### src/rtl/sd_dat_rx_pkg.sv
// Shared definitions for the SD DAT0 receive path: FSM states and CRC16 constants.
package sd_dat_rx_pkg;

    localparam int unsigned CRC_W = 16;
    localparam logic [CRC_W-1:0] CRC_POLY = 16'h1021;

    typedef enum logic [2:0] {
        ST_IDLE       = 3'd0,
        ST_WAIT_START = 3'd1,
        ST_DATA       = 3'd2,
        ST_CRC        = 3'd3,
        ST_END        = 3'd4,
        ST_DONE       = 3'd5
    } state_t;

endpackage

### src/rtl/sd_crc16_sync.sv
// Serial CRC16 LFSR (x^16+x^12+x^5+1), MSB-first, zero init.
// Feeding the message followed by its CRC leaves a zero remainder.
// Ports: iclk/irst clock and sync reset, iclr sync clear, ien shift enable,
//        ibit serial input, ocrc current 16-bit remainder.
module sd_crc16_sync
    import sd_dat_rx_pkg::*;
(
    input  logic             iclk,
    input  logic             irst,
    input  logic             iclr,
    input  logic             ien,
    input  logic             ibit,
    output logic [CRC_W-1:0] ocrc
);

    logic fb;

    assign fb = ibit ^ ocrc[CRC_W-1];

    // One LFSR step per enabled cycle
    always_ff @(posedge iclk) begin
        if (irst || iclr) begin
            ocrc <= '0;
        end else if (ien) begin
            ocrc <= {ocrc[CRC_W-2:0], 1'b0} ^ (fb ? CRC_POLY : '0);
        end
    end

endmodule

### src/rtl/sd_dat_rx.sv
// SD data block receiver, DAT0 only (1-bit bus mode), card-to-host.
// Finds the start bit, deserialises BLOCK_BYTES bytes MSB first, checks
// the trailing CRC16 and the end bit, then pulses odone with status.
// Ports: iclk/irst clock and sync reset; istart arm pulse; istrobe SD-clock
//        sample enable; idat DAT0; obyte/obyte_valid byte stream; obusy,
//        odone, ocrc_err, oend_err, otimeout block status.
module sd_dat_rx
    import sd_dat_rx_pkg::*;
#(
    parameter int unsigned BLOCK_BYTES = 512,
    parameter int unsigned TIMEOUT     = 1024
) (
    input  logic       iclk,
    input  logic       irst,
    input  logic       istart,
    input  logic       istrobe,
    input  logic       idat,
    output logic [7:0] obyte,
    output logic       obyte_valid,
    output logic       obusy,
    output logic       odone,
    output logic       ocrc_err,
    output logic       oend_err,
    output logic       otimeout
);

    localparam int unsigned BIT_W = $clog2(8 * BLOCK_BYTES) + 1;
    localparam int unsigned TO_W  = $clog2(TIMEOUT + 1);
    localparam logic [BIT_W-1:0] DATA_LAST = BIT_W'(8 * BLOCK_BYTES - 1);
    localparam logic [BIT_W-1:0] CRC_LAST  = BIT_W'(CRC_W - 1);
    localparam logic [TO_W-1:0]  TO_LAST   = TO_W'(TIMEOUT - 1);

    state_t           state;
    state_t           state_nxt;
    logic [BIT_W-1:0] bit_cnt;
    logic [TO_W-1:0]  to_cnt;
    logic [7:0]       byte_sr;
    logic [CRC_W-1:0] crc;

    logic start_acc;
    logic to_inc;
    logic to_hit;
    logic crc_en;
    logic shift_en;
    logic byte_last;
    logic bit_inc;
    logic bit_clr;
    logic end_smp;

    sd_crc16_sync u_crc (
        .iclk (iclk),
        .irst (irst),
        .iclr (start_acc),
        .ien  (crc_en),
        .ibit (idat),
        .ocrc (crc)
    );

    // State register
    always_ff @(posedge iclk) begin
        if (irst) begin
            state <= ST_IDLE;
        end else begin
            state <= state_nxt;
        end
    end

    // Next-state logic; the FSM only advances on strobed samples
    always_comb begin
        state_nxt = state;
        case (state)
            ST_IDLE: begin
                if (istart) state_nxt = ST_WAIT_START;
            end
            ST_WAIT_START: begin
                if (istrobe) begin
                    if (!idat)                   state_nxt = ST_DATA;
                    else if (to_cnt == TO_LAST)  state_nxt = ST_DONE;
                end
            end
            ST_DATA: begin
                if (istrobe && bit_cnt == DATA_LAST) state_nxt = ST_CRC;
            end
            ST_CRC: begin
                if (istrobe && bit_cnt == CRC_LAST) state_nxt = ST_END;
            end
            ST_END: begin
                if (istrobe) state_nxt = ST_DONE;
            end
            ST_DONE: begin
                state_nxt = ST_IDLE;
            end
            default: begin
                state_nxt = ST_IDLE;
            end
        endcase
    end

    // Datapath control strobes decoded from state and sample enable
    always_comb begin
        start_acc = 1'b0;
        to_inc    = 1'b0;
        to_hit    = 1'b0;
        crc_en    = 1'b0;
        shift_en  = 1'b0;
        byte_last = 1'b0;
        bit_inc   = 1'b0;
        bit_clr   = 1'b0;
        end_smp   = 1'b0;
        case (state)
            ST_IDLE: begin
                start_acc = istart;
            end
            ST_WAIT_START: begin
                to_inc = istrobe && idat;
                to_hit = istrobe && idat && (to_cnt == TO_LAST);
            end
            ST_DATA: begin
                crc_en    = istrobe;
                shift_en  = istrobe;
                byte_last = istrobe && (bit_cnt[2:0] == 3'd7);
                bit_inc   = istrobe && (bit_cnt != DATA_LAST);
                bit_clr   = istrobe && (bit_cnt == DATA_LAST);
            end
            ST_CRC: begin
                crc_en  = istrobe;
                bit_inc = istrobe && (bit_cnt != CRC_LAST);
                bit_clr = istrobe && (bit_cnt == CRC_LAST);
            end
            ST_END: begin
                end_smp = istrobe;
            end
            default: begin
            end
        endcase
    end

    // Registered outputs, counters and byte assembler
    always_ff @(posedge iclk) begin
        if (irst) begin
            bit_cnt     <= '0;
            to_cnt      <= '0;
            byte_sr     <= '0;
            obyte       <= '0;
            obyte_valid <= 1'b0;
            obusy       <= 1'b0;
            odone       <= 1'b0;
            ocrc_err    <= 1'b0;
            oend_err    <= 1'b0;
            otimeout    <= 1'b0;
        end else begin
            obyte_valid <= byte_last;
            odone       <= (state_nxt == ST_DONE);
            obusy       <= (state_nxt != ST_IDLE);

            if (start_acc) begin
                bit_cnt  <= '0;
                to_cnt   <= '0;
                byte_sr  <= '0;
                ocrc_err <= 1'b0;
                oend_err <= 1'b0;
                otimeout <= 1'b0;
            end
            if (to_inc)  to_cnt  <= to_cnt + TO_W'(1);
            if (to_hit)  otimeout <= 1'b1;
            if (bit_inc) bit_cnt <= bit_cnt + BIT_W'(1);
            if (bit_clr) bit_cnt <= '0;
            if (shift_en) byte_sr <= {byte_sr[6:0], idat};
            if (byte_last) obyte <= {byte_sr[6:0], idat};
            // LFSR already holds the remainder after all 16 CRC bits
            if (end_smp) begin
                ocrc_err <= (crc != '0);
                oend_err <= ~idat;
            end
        end
    end

endmodule

### config.mk
export PLATFORM = sky130hd
export DESIGN_NAME = sd_dat_rx
export DESIGN_NICKNAME = d
export VERILOG_FILES = /design/src/rtl/sd_dat_rx_pkg.sv /design/src/rtl/sd_crc16_sync.sv /design/src/rtl/sd_dat_rx.sv
export SDC_FILE = /design/constraint.sdc
export NUM_CORES = 1
export LEC_CHECK = 0
export BUFFER_PORTS_ARGS = -buffer_cell sky130_fd_sc_hd__buf_2
export CORE_MARGIN = 4
export CORE_UTILIZATION = 64
export DETAILED_ROUTE_END_ITERATION = 8
export PLACE_DENSITY = 0.81
export SYNTH_ARGS = -nofsm -noshare
export SYNTH_HDL_FRONTEND = slang
export SYNTH_SLANG_ARGS = --single-unit
### constraint.sdc
create_clock -name iclk -period 4 [get_ports iclk]
set_clock_uncertainty 0.15 [all_clocks]
set_input_delay 1 -clock iclk [delete_from_list [all_inputs] [get_ports iclk]]
set_output_delay 1 -clock iclk [all_outputs]
set_load 0.01 [all_outputs]
# Word-level counts from Yosys, hierarchy flattened
# Index checks and enable logic that the tools add are counted.
dict set report classes {
  add_sub_neg 2
  eq_ne 11
  n_mux 28
  bitwise 3
  n_reduce_logical 18
}
# operator count
set op_table {}
lappend op_table {{two-way mux 13 bit} 3}
lappend op_table {{two-way mux 11 bit} 2}
lappend op_table {{two-way mux 3 bit} 7}
lappend op_table {{nonzero test 16 bit} 1}
lappend op_table {{bitwise XOR 16 bit} 1}
lappend op_table {{case mux 3 bit (5 select lines)} 1}
lappend op_table {{two-way mux 7 bit} 2}
lappend op_table {{adder 13 x 1 -> 13 bit, second input constant} 1}
lappend op_table {{== test 13 x 12 -> 1 bit, second input constant} 1}
lappend op_table {{== test 13 x 4 -> 1 bit, second input constant} 1}
lappend op_table {{!= test 13 x 12 -> 1 bit, second input constant} 1}
lappend op_table {{!= test 13 x 4 -> 1 bit, second input constant} 1}
lappend op_table {{adder 11 x 1 -> 11 bit, second input constant} 1}
lappend op_table {{== test 11 x 10 -> 1 bit, second input constant} 1}
lappend op_table {{two-way mux 1 bit} 11}
lappend op_table {{nonzero test 2 bit} 5}
lappend op_table {{== test 3 bit, second input constant} 3}
lappend op_table {{logical AND 1 bit} 7}
lappend op_table {{== test 3 x 2 -> 1 bit, second input constant} 2}
lappend op_table {{case mux 1 bit (2 select lines)} 2}
lappend op_table {{OR reduction 2 bit} 2}
lappend op_table {{== test 3 x 1 -> 1 bit, second input constant} 1}
lappend op_table {{logical NOT 3 bit} 1}
lappend op_table {{nonzero test 3 bit} 1}
lappend op_table {{other kinds (3)} 3}
dict set report totals {
  reg_bits 64
  inputBits 5
  output_inout_bits 14
}

# Logic depth before layout (Yosys ltp)
dict set report depth {
  ltp_word 6
  depth_mapped 8
  ltp_nobuf 6
}

# By module
# A second synthesis with hierarchy kept.
dict set report hier_totals {
  cells_unflattened 346
  area_unflattened_um2 2996.6
}
# module instances cells_per_inst area_each_um2 seq_area_each_um2
set modules_own_cells {}
lappend modules_own_cells {sd_dat_rx 1 286 2363.5 960.9}
lappend modules_own_cells {sd_crc16_sync 1 60 633.1 320.3}

# Least setup slack after synthesis
# No wires, ideal clock.
dict set report synth_path {
  path_kind {input-to-reg}
  from {in istart}
  to {reg to_cnt[0]}
  setup_ps 117
  arrival_ps 2112
  required_time_ps 3733
  path_slack_ps 1621
  cell_stages 5
  n_path_buf 2
  cell_sequence {or4b_2 -> nand2b_1 -> buf_2 -> buf_2 -> nor2_1}
}
dict set report synth_between {
  elab_chain_len 2
}
# element line_no
set synth_rtl {}
lappend synth_rtl {{start: declaration} sd_dat_rx.sv:15} ;# input logic istart,
lappend synth_rtl {{two-way mux 1 bit} sd_dat_rx.sv:110} ;# case (state)
lappend synth_rtl {{nonzero test 2 bit (no line)} --}
lappend synth_rtl {{end signal: assignment} sd_dat_rx.sv:164} ;# if (to_inc) to_cnt <= to_cnt + TO_W'(1);
lappend synth_rtl {{end: declaration} sd_dat_rx.sv:36} ;# logic [TO_W-1:0] to_cnt;
# Every way passes these cells.
# A chain may end at the register's enable or synchronous reset.

# Final worst setup path
dict set report layout_path {
  from {in istart}
  to {reg u_crc.ocrc[0]}
}
dict set report layout_between {
  elab_chain_len 2
}
# element line_no
set layout_rtl {}
lappend layout_rtl {{two-way mux 1 bit} sd_dat_rx.sv:110}
lappend layout_rtl {{logical OR 1 bit} sd_crc16_sync.sv:22} ;# if (irst || iclr) begin
lappend layout_rtl {{end signal: assignment} sd_crc16_sync.sv:25} ;# ocrc <= {ocrc[CRC_W-2:0], 1'b0} ^ (fb ? CRC_POLY : '0);
lappend layout_rtl {{end: declaration} sd_crc16_sync.sv:13} ;# output logic [CRC_W-1:0] ocrc
# Every way passes these cells.

==> flow_summary.toml <==
[route]
routedWlPerCell_um = 14.2
via_per_inst = 5.95
drt_iter0_markers = 191
drcViolationCount = 0
firstDrtPassIters = 4
vias = 2450
postRouteAntennaNets = 0
wl_mm = 5.86

[worst_setup_path]
crit_path_start = "istart"
worstSetupPathType = "input pin to flip-flop"
crit_path_start_kind = "input pin"
critPathRequiredTime_ns = 4.05
cp.arrival_ns = 2.68
worstSetupEndpointType = "flip-flop"
cp_max_fo = 21
regToRegStartpoint = "bit_cnt[0]$_SDFFE_PP0P_"

[clock_tree]
cts_num_sinks = 64
postCtsSetupBuffers = 0
clk_path_buf_depth = 2
cts_resized = 0
clk_latency_ns = 0.34
clk_pin_slew_ns = 0.07
htreeDepth = 3
cts_tree = "built"
numCtsBuffers = 9
postCtsHoldBufs = 0
cts-root-buf = "clkbuf_8"

[yosys]
ys_seq_elements = 64
ys_types = 50
synth-warning-count = 0
async_flop_share = 0
synthSimpleGateAreaFrac = 0.316
synth_fp_nets = 353
yosys.area_share.xor_xnor = 0.0245
synth_top_area_frac = 0.449
synth_top_area_cell = "dfxtp_1"
ys_seq_area_frac = 0.449
avgSynthCellArea_um2 = 8.28
synth_top_cells_by_area = "dfxtp_1 45%, nand2_1 8.0%, a21oi_1 7.4%"
synthFlopType = "dfxtp_1"
synth_compound_area_frac = 0.148
synth-edff-count = 0
synth_adder_area_share = 0.0131
synth_top_family_by_area = "simple AND/OR/NAND/NOR gates"
synthMuxAreaShare = 0.00394
synth_area_mm2 = 0.00286
syn_inst = 345

[global_routing]
antenna_found_initial = 0
grt_usage = 0.228
overflow = 0
grt_max_degree = 37
grt_pass1_wl_mm = 9.76
grt_pass1_vias = 2132

[floorplan]
rows = 24
die_h_um = 74.8
ios = 19
start_util = 0.661
core_area_mm2 = 0.00432
die_area_mm2 = 0.00560
die_x_um = 74.8

[finish]
final_common_cell = "dfxtp_1"
stdcell_count = 412
diodes = 0
final_util = 0.720
area_delta_synth_final_pct = 9.07
nets = 363
drive_gt1_frac = 0.142
layout_common_cells = "64 x dfxtp_1, 61 x nand2_1, 42 x a21oi_1"

[sta]
fin_crit_sh = 0.658
final.setup.tns_ns = 0
max_freq_ghz = 0.380
relSlewSlack = 0.525
setup_violations = 0
rsz0062_at_grt = "false"
period_needed_ns = 2.63
tightest_slew_ns = 0.712
slew_violations = 0
finalHoldViolCount = 0

[status]
run_status = "finished, final reports clean"

[placement]
place_congestion = 0.949
io_buffers = 18
dpl.cell_count = 396
hpwl_mm = 3.78

[job]
drv_cap = 0

[worst_hold_path]
hp-start = "obyte[7]$_SDFFE_PP0P_"
hold_path.class = "flip-flop to flip-flop"

[pwr]
totalPowerFinal_mw = 1.25
p_per_area_mw_per_mm2 = 402
vdd_drop_max_uv = 258
cellLeakagePower_nw = 1.09
-- critical path, stage by stage --
cell	delay [ns]
buf_2	0.10
or4b_2	0.84
nand2b_1	0.61
nor3_1	0.13
-- final cells by class --
type,instances,area (um2)
multi-input cells,256,1450
flip-flops and latches,64,1280
fillers,353,1210
clock buffers,9,124
repair buffers,22,120
clock inverters,7,72.6
well taps,52,65.1
inverters,2,7.51
-- power breakdown --
part / switching, mW / internal (mW) / leakage (nW) / total, mW
sequential: 0.00602 / 0.641 / 0.516 / 0.647
clock: 0.258 / 0.287 / 0.0952 / 0.545
combinational: 0.0428 / 0.0168 / 0.479 / 0.0596
total: 0.306 / 0.945 / 1.09 / 1.25
-- sequential cells by signal (all words and copies together) (netlist names) --
signal       cells
bit_cnt         13
obyte_valid      1
u_crc.ocrc      16
obyte            8
state            3
obusy            1
byte_sr          7
odone            1
oend_err         1
to_cnt          11
ocrc_err         1
otimeout         1
-- layer usage --
layer | vias up | wire (um) | global-route usage
met4 | 0 | 111 | 0.117
met1 | 1110 | 2760 | 0.305
li1 | 1263 | - | -
met3 | 10 | 283 | 0.0454
met5 | - | 0 | 0
met2 | 67 | 2700 | 0.349
-- kinds of logic after synthesis --
| family | after synthesis |
|---|---|
| flops | 64 |
| mux | 1 |
| buf+inv | 25 |
| simple gates | 172 |
| fa+ha+maj | 3 |
| xor+xnor | 8 |
| compound gates | 72 |
-- Yosys cell counts, drive strengths merged (5+ instances only) --
library cell,n
and4,5
dfxtp,64
a31oi,8
buf,7
o21ai,7
or3,7
a21oi,43
clkbuf,16
nand2,61
and3,5
nand3b,6
nand3,29
nor2,19
nand4,5
nor4,6
nor3,10
-- through the flow --
stage	cell area, um2	setup slack, ns	hold WS [ns]
after floorplan	2860	1.62	0.293
after global placement	2920	1.02	0.290
after detailed placement	2920	0.993	0.293
after CTS	3120	1.36	0.304
after global routing	3120	1.23	0.314
final	3120	1.37	0.302
-- path summary, 6_finish.rpt --
path | slack, ns | depth (start not counted) | end
setup reg to reg | 1.51 | 6 | bit_cnt[4]$_SDFFE_PP0P_
setup / recovery | 1.37 | 4 | u_crc.ocrc[0]$_SDFFE_PP0P_
hold / removal | 0.30 | 2 | obyte[7]$_SDFFE_PP0P_
hold reg to reg | 0.30 | 2 | obyte[7]$_SDFFE_PP0P_
Note: power is estimated with default switching activity, not from simulation.
